## config.mk

```make
export PLATFORM = sky130hd
export DESIGN_NAME = bist_reg_bank
export DESIGN_NICKNAME = d
export VERILOG_FILES = /design/src/rtl/bist_pkg.sv /design/src/rtl/bist_watchdog.sv /design/src/rtl/bist_reg_bank.sv
export SDC_FILE = /design/constraint.sdc
export NUM_CORES = 1
export LEC_CHECK = 0
export ABC_AREA = 1
export ABC_CLOCK_PERIOD_IN_PS = 3800
export CAP_MARGIN = 20
export CORE_MARGIN = 3
export CORE_UTILIZATION = 58
export CTS_BUF_LIST = sky130_fd_sc_hd__clkbuf_16
export DETAILED_ROUTE_END_ITERATION = 10
export DONT_BUFFER_PORTS = 1
export GPL_ROUTABILITY_DRIVEN = 0
export HOLD_SLACK_MARGIN = 0.05
export PLACE_DENSITY = 0.74
export SYNTH_ARGS = -nofsm -noshare
export SYNTH_HDL_FRONTEND = slang
export SYNTH_HIERARCHICAL = 1
export SYNTH_SLANG_ARGS = --single-unit
```

## constraint.sdc

```tcl
create_clock -name clk -period 3.8 [get_ports clk]
set_clock_uncertainty 0.05 [all_clocks]
set_input_delay 1.14 -clock clk [delete_from_list [all_inputs] [get_ports clk]]
set_output_delay 1.14 -clock clk [all_outputs]
set_load 0.05 [all_outputs]
```

## src/rtl/bist_pkg.sv

```systemverilog
// -----------------------------------------------------------------------------
// bist_pkg
// Shared definitions for the Safety BIST register bank: register byte offsets,
// field bit positions, the run-control state type and the STAT register layout.
// -----------------------------------------------------------------------------
package bist_pkg;

    // Register byte offsets (word aligned)
    localparam logic [7:0] BIST_CTRL_OFS = 8'h00;
    localparam logic [7:0] BIST_STAT_OFS = 8'h04;
    localparam logic [7:0] BIST_SEED_OFS = 8'h08;
    localparam logic [7:0] BIST_TOUT_OFS = 8'h0C;
    localparam logic [7:0] BIST_ERRC_OFS = 8'h10;
    localparam logic [7:0] BIST_SIG_OFS  = 8'h14;
    localparam logic [7:0] BIST_ID_OFS   = 8'h18;

    // CTRL fields
    localparam int CTRL_START_BIT  = 0;
    localparam int CTRL_IRQ_EN_BIT = 1;
    localparam int CTRL_ABORT_BIT  = 2;

    // STAT fields
    localparam int STAT_BUSY_BIT    = 0;
    localparam int STAT_DONE_BIT    = 1;
    localparam int STAT_FAIL_BIT    = 2;
    localparam int STAT_TIMEOUT_BIT = 3;

    localparam logic [15:0] ERRC_MAX = 16'hFFFF;

    typedef enum logic [1:0] {
        ST_IDLE,
        ST_RUN
    } bist_state_e;

    // Packed MSB-first so the struct maps directly onto STAT[3:0]
    typedef struct packed {
        logic timeout;
        logic fail;
        logic done;
        logic busy;
    } bist_stat_t;

    // Word-address match; the byte-lane bits of the address are ignored
    function automatic logic ofs_hit(input logic [7:0] addr, input logic [7:0] ofs);
        return (addr & 8'hFC) == ofs;
    endfunction

endpackage

```

## src/rtl/bist_watchdog.sv

```systemverilog
// -----------------------------------------------------------------------------
// bist_watchdog
// Up-counting run watchdog. Counts while enabled and flags expiry in the cycle
// the count reaches limit-1. A limit of zero disables expiry.
// Ports:
//   clk      clock
//   rst      synchronous active-high reset
//   i_clear  restart the count at 0 on the next edge
//   i_enable count this cycle (run in progress)
//   i_limit  watchdog limit in cycles
//   o_expire combinational expiry flag, only while enabled
// -----------------------------------------------------------------------------
module bist_watchdog #(
    parameter int TO_WIDTH = 24
) (
    input  logic                clk,
    input  logic                rst,
    input  logic                i_clear,
    input  logic                i_enable,
    input  logic [TO_WIDTH-1:0] i_limit,
    output logic                o_expire
);

    logic [TO_WIDTH-1:0] r_count;
    logic [TO_WIDTH-1:0] w_last;

    assign w_last   = i_limit - 1'b1;
    assign o_expire = i_enable && (i_limit != '0) && (r_count == w_last);

    always_ff @(posedge clk) begin
        if (rst || i_clear) begin
            r_count <= '0;
        end else if (i_enable) begin
            r_count <= r_count + 1'b1;
        end
    end

endmodule

```

## src/rtl/bist_reg_bank.sv

```systemverilog
// -----------------------------------------------------------------------------
// bist_reg_bank
// Register bank and run-control sequencer for the Safety BIST IP. Decodes the
// simple register strobes from the APB front-end, launches the BIST engine,
// supervises the run with a watchdog and captures verdict, error count and
// signature. Raises a level interrupt when a completion status bit is set.
//
// State table
//   ST_IDLE | no run in progress; START launches a run
//   ST_RUN  | engine running; waits for done, watchdog expiry or ABORT
//
// Ports:
//   clk, rst                  clock, synchronous active-high reset
//   reg_addr/reg_wdata        register byte offset / write data
//   reg_write_en/reg_read_en  write strobe / read qualifier
//   reg_rdata                 combinational read data (0 when not reading)
//   bist_start/bist_seed      start pulse and pattern seed to the engine
//   bist_done/bist_fail/
//   bist_signature            completion pulse, verdict and MISR signature
//   irq                       level interrupt
// -----------------------------------------------------------------------------
module bist_reg_bank
    import bist_pkg::*;
#(
    parameter int          DATA_WIDTH = 32,
    parameter int          TO_WIDTH   = 24,
    parameter logic [31:0] IP_ID      = 32'hB157_0001
) (
    input  logic                  clk,
    input  logic                  rst,
    input  logic [7:0]            reg_addr,
    input  logic [DATA_WIDTH-1:0] reg_wdata,
    input  logic                  reg_write_en,
    input  logic                  reg_read_en,
    output logic [DATA_WIDTH-1:0] reg_rdata,
    output logic                  bist_start,
    output logic [DATA_WIDTH-1:0] bist_seed,
    input  logic                  bist_done,
    input  logic                  bist_fail,
    input  logic [DATA_WIDTH-1:0] bist_signature,
    output logic                  irq
);

    bist_state_e           r_state;
    bist_stat_t            r_stat;
    logic                  r_irq_en;
    logic                  r_bist_start;
    logic [DATA_WIDTH-1:0] r_seed;
    logic [TO_WIDTH-1:0]   r_tout;
    logic [15:0]           r_errc;
    logic [DATA_WIDTH-1:0] r_sig;

    logic                  w_wr_ctrl;
    logic                  w_wr_stat;
    logic                  w_wr_seed;
    logic                  w_wr_tout;
    logic                  w_wr_errc;
    logic                  w_start_req;
    logic                  w_abort_req;
    logic                  w_fail_inc;
    logic                  w_expire;
    logic [DATA_WIDTH-1:0] w_rdata;

    assign w_wr_ctrl = reg_write_en && ofs_hit(reg_addr, BIST_CTRL_OFS);
    assign w_wr_stat = reg_write_en && ofs_hit(reg_addr, BIST_STAT_OFS);
    assign w_wr_seed = reg_write_en && ofs_hit(reg_addr, BIST_SEED_OFS);
    assign w_wr_tout = reg_write_en && ofs_hit(reg_addr, BIST_TOUT_OFS);
    assign w_wr_errc = reg_write_en && ofs_hit(reg_addr, BIST_ERRC_OFS);

    assign w_start_req = w_wr_ctrl && reg_wdata[CTRL_START_BIT] && (r_state == ST_IDLE);
    assign w_abort_req = w_wr_ctrl && reg_wdata[CTRL_ABORT_BIT] && (r_state == ST_RUN);
    // Completions outside a run are dropped, so only count fails while running
    assign w_fail_inc  = bist_done && bist_fail && (r_state == ST_RUN);

    bist_watchdog #(
        .TO_WIDTH (TO_WIDTH)
    ) u_watchdog (
        .clk      (clk),
        .rst      (rst),
        .i_clear  (w_start_req),
        .i_enable (r_state == ST_RUN),
        .i_limit  (r_tout),
        .o_expire (w_expire)
    );

    always_ff @(posedge clk) begin
        if (rst) begin
            r_state      <= ST_IDLE;
            r_stat       <= '0;
            r_irq_en     <= 1'b0;
            r_bist_start <= 1'b0;
            r_seed       <= '0;
            r_tout       <= '0;
            r_errc       <= '0;
            r_sig        <= '0;
        end else begin
            r_bist_start <= w_start_req;

            if (w_wr_ctrl) begin
                r_irq_en <= reg_wdata[CTRL_IRQ_EN_BIT];
            end
            if (w_wr_seed && (r_state == ST_IDLE)) begin
                r_seed <= reg_wdata;
            end
            if (w_wr_tout) begin
                r_tout <= reg_wdata[TO_WIDTH-1:0];
            end

            // W1C first; the hardware sets below are later NBAs and win
            if (w_wr_stat) begin
                r_stat.done    <= r_stat.done    & ~reg_wdata[STAT_DONE_BIT];
                r_stat.fail    <= r_stat.fail    & ~reg_wdata[STAT_FAIL_BIT];
                r_stat.timeout <= r_stat.timeout & ~reg_wdata[STAT_TIMEOUT_BIT];
            end

            case (r_state)
                ST_IDLE: begin
                    if (w_start_req) begin
                        r_state        <= ST_RUN;
                        r_stat.busy    <= 1'b1;
                        r_stat.done    <= 1'b0;
                        r_stat.fail    <= 1'b0;
                        r_stat.timeout <= 1'b0;
                    end
                end
                ST_RUN: begin
                    // Engine completion beats a coincident watchdog expiry
                    if (bist_done) begin
                        r_sig       <= bist_signature;
                        r_stat.fail <= bist_fail;
                        r_stat.done <= 1'b1;
                        r_stat.busy <= 1'b0;
                        r_state     <= ST_IDLE;
                    end else if (w_expire) begin
                        r_stat.timeout <= 1'b1;
                        r_stat.done    <= 1'b1;
                        r_stat.busy    <= 1'b0;
                        r_state        <= ST_IDLE;
                    end else if (w_abort_req) begin
                        r_stat.fail <= 1'b0;
                        r_stat.done <= 1'b1;
                        r_stat.busy <= 1'b0;
                        r_state     <= ST_IDLE;
                    end
                end
                default: begin
                    r_stat.busy <= 1'b0;
                    r_state     <= ST_IDLE;
                end
            endcase

            // A clear coinciding with a fail leaves exactly that one fail counted
            if (w_wr_errc) begin
                r_errc <= w_fail_inc ? 16'd1 : 16'd0;
            end else if (w_fail_inc && (r_errc != ERRC_MAX)) begin
                r_errc <= r_errc + 16'd1;
            end
        end
    end

    always_comb begin
        w_rdata = '0;
        if (reg_read_en) begin
            case (reg_addr & 8'hFC)
                BIST_CTRL_OFS: w_rdata = DATA_WIDTH'({r_irq_en, 1'b0});
                BIST_STAT_OFS: w_rdata = DATA_WIDTH'(r_stat);
                BIST_SEED_OFS: w_rdata = r_seed;
                BIST_TOUT_OFS: w_rdata = DATA_WIDTH'(r_tout);
                BIST_ERRC_OFS: w_rdata = DATA_WIDTH'(r_errc);
                BIST_SIG_OFS:  w_rdata = r_sig;
                BIST_ID_OFS:   w_rdata = DATA_WIDTH'(IP_ID);
                default:       w_rdata = '0;
            endcase
        end
    end

    assign reg_rdata  = w_rdata;
    assign bist_start = r_bist_start;
    assign bist_seed  = r_seed;
    assign irq        = r_irq_en && (r_stat.done || r_stat.fail || r_stat.timeout);

endmodule

```

==> impl_metrics.csv <==
group,metric,value,unit
status,outcome,"completed",
sta,setup_viol,0,
worst_setup_path,path_max_fanout,23,
detailed_routing,wl,22.20,mm
power,irDropWorstVdd,0.3324,mV
sta,rsz0062_at_grt,"no",
detailed_routing,vias_per_cell,5.615,
final_layout,fin_util,0.7036,
clocking,cts_sinks,135,
global_route,antenna_found_initial,1,
synthesis,yosysWarningCount,6,
detailed_routing,top_layer,"met5",
synthesis,synth.top_cells.by_count,"254 x nand2_1, 234 x nor2_1, 135 x dfxtp_1",
detailed_routing,met1_length,9.151,mm
clocking,cts_buffer_depth,2,
floorplanning,num_rows,40,
floorplanning,die_w,118.6,um
floorplanning,die_h,118.6,um
final_layout,num_antenna_cells,0,
worst_setup_path,crit_slowest_cell,"buf_4",
worst_setup_path,cp.arrival,2450,ps
clocking,cts_setup_buffers,0,
sta,fin_crit_sh,0.9578,
global_route,track_usage,0.3179,
final_layout,drive_gt1_frac,0.1107,
global_route,grt_pass1_vias,7257,
synthesis,ys_async_sr_fraction,0,
placed_design,numPortBuffers,0,
synthesis,synth.net_count,1235,
detailed_routing,dr_wl_met3,2.231,mm
synthesis,avgSynthCellArea,6.375,um^2
sta,fin_setup_tns,0,ps
detailed_routing,vias,7637,
floorplanning,ios,144,
final_layout,final_nets,1261,
synthesis,synth.top_cell.area_share,0.3677,
floorplanning,dieArea,0.01406,mm^2
worst_setup_path,endpoint_kind,"output pin",
final_layout,final_cell_area,0.008592,mm^2
synthesis,yosysMostFrequentCell,"nand2_1",
detailed_routing,drcViolationCount,0,
worst_setup_path,path_cells,"nor2_2 > nand2_1 > buf_4 > nor3_4 > buf_12 > nand2_1 > a31oi_2 > buf_4",
worst_setup_path,start_kind,"primary input",
sta,final_max_slew_viol_count,0,
sta,timing.fmax,274.8,MHz
synthesis,synth.distinct_cells,37,
synthesis,synthTopCellsByArea,"dfxtp_1 37%, nand2_1 13%, nor2_1 12%",
hold_path,holdPathStages,2,
power,p_leak,3.405,nW
worst_setup_path,r2r_end,"r_stat[2]",
sta,period_needed,3640,ps
detailed_routing,drt_first_pass_iters,5,
synthesis,ys_seq_elements,135,
placed_design,place_area,0.008028,mm^2
detailed_routing,drt_iter0_drc,717,
worst_setup_path,r2r_start,"r_tout[0]",
clocking,clock-root-buffer,"clkbuf_16",
worst_setup_path,path_class,"in2out",
sta,hold_violations,0,
detailed_routing,wl_met2,10.37,mm
floorplanning,start_util,0.6019,
synthesis,syn-cell-area,0.007351,mm^2
synthesis,synth-edff-count,0,
clocking,cts_tree,"done",
synthesis,ys.flop_type,"dfxtp_1",
clocking,cts_made_buffers,17,
synthesis,yosys.area.top_type,"dfxtp_1",
synthesis,ys_seq_area_frac,0.3677,
sta,relSlewSlack,0.5816,
worst_setup_path,reg2regPathDepth,16,
worst_setup_path,r2r_setup_slack,920,ps
worst_setup_path,required,2610,ps
hold_path,hold_start,"r_sig[0]",
placed_design,dp_hpwl,16.01,mm
detailed_routing,ant_nets,0,
sta,worst_pin_slew,626.8,ps
floorplanning,core_area,0.01221,mm^2
power,p_per_area,364.6,mW/mm^2
run,cap_violations,0,
worst_setup_path,critPathMaxStageDelay,230,ps
global_route,grt_pass1_wl,36.22,mm
clocking,htreeDepth,4,
global_route,grt-ovfl-total,0,
hold_path,hold_end,"r_sig[0]",
detailed_routing,wl_per_cell,16.32,um
global_route,grt_start_max_net_pins,58,
hold_path,min-delay-path-class,"reg2reg",
synthesis,netlist_instances,1153,
final_layout,area_delta_synth_final,16.89,%
clocking,path_clk_slew,60,ps
clocking,insertion_delay,430,ps
==> per-layer routing <==
metal,GRT usage,vias up
met4,0.1028,2
met5,0,-
met2,0.5229,340
li1,-,3791
met1,0.3970,3461
met3,0.09904,43
==> critical path, delay by kind of cell <==
kind	cells	cell delay, ps
buffers and inverters	3	580
AND/OR/NAND/NOR	4	510
AO/OA/AOI/OAI	1	200
==> worst max-delay path by stage <==
stage / from / endpoint / slack, ps
after CTS: reg_addr[7] / reg_rdata[5] / 30
after detailed placement: reg_addr[7] / reg_rdata[15] / 40
after floorplan: reg_addr[7] / reg_rdata[25] / 70
final: reg_addr[7] / reg_rdata[13] / 160
after global routing: reg_addr[7] / reg_rdata[5] / 50
after global placement: reg_addr[7] / reg_rdata[15] / 80
==> metrics by stage <==
step / total power, mW / cells / hold slack, ps / worst slack, ps
2_1_floorplan: 1.565 / 1153 / 396.6 / 68.08
3_3_place_gp: 1.591 / 1328 / 411.4 / 79.53
3_5_place_dp: 1.594 / 1328 / 420.8 / 37.13
4_1_cts: 3.138 / 1360 / 434.2 / 31.20
5_1_grt: 3.218 / 1360 / 458.7 / 47.20
6_report: 3.132 / 1360 / 431.1 / 160.5
==> sequential cells by signal (all words and copies together) (netlist names) <==
name                cells
r_irq_en                1
r_tout                 24
r_state                 1
u_watchdog/r_count     24
r_stat                  4
bist_start              1
r_sig                  32
r_errc                 16
bist_seed              32
==> cells by family after synthesis <==
| kind of cell | synth area share |
|---|---|
| flops | 0.3677 |
| simple gates | 0.3403 |
| xor+xnor | 0.02502 |
| buf+inv | 0.08357 |
| fa+ha+maj | 0.006809 |
| compound gates | 0.1767 |
==> area by class of cell <==
class | instances | area [um^2]
Fill cell | 1102 | 3620
Sequential cell | 135 | 2703
Multi-Input combinational cell | 867 | 4178
Timing Repair Buffer | 51 | 545.5
Clock buffer | 17 | 425.4
Tap cell | 168 | 210.2
Clock inverter | 15 | 128.9
Inverter | 107 | 401.6
==> timing repair <==
item / in CTS / in global routing
gates resized for setup: 0 / 3
endpoints found under the setup margin: 0 / 14
hold buffers: 0 / 0
==> where the power goes <==
group	switching (mW)	internal (mW)	total, mW
Clock	0.668	0.899	1.57
Combinational	0.0907	0.0448	0.136
Sequential	0.0108	1.42	1.43
==> placed cells by master, fill, tap and decap left out, types with 4 or more instances in the layout <==
cell type,Yosys,final
a22oi_1,10,10
clkbuf_16,0,17
nor2_4,3,4
o21ai_0,118,118
xnor2_1,8,8
a21oi_1,93,89
nor2_2,8,8
nor3_1,17,17
a31oi_2,0,18
nand2_1,254,253
dfxtp_1,135,135
a21oi_2,0,4
nand4_1,11,11
nand3b_1,6,6
nand3_1,45,45
inv_1,102,102
nand2_2,4,5
xor2_1,13,13
buf_4,1,38
clkinv_2,0,4
buf_12,0,13
ha_1,4,4
nor2_1,234,233
(Power assumes the default switching activity.)
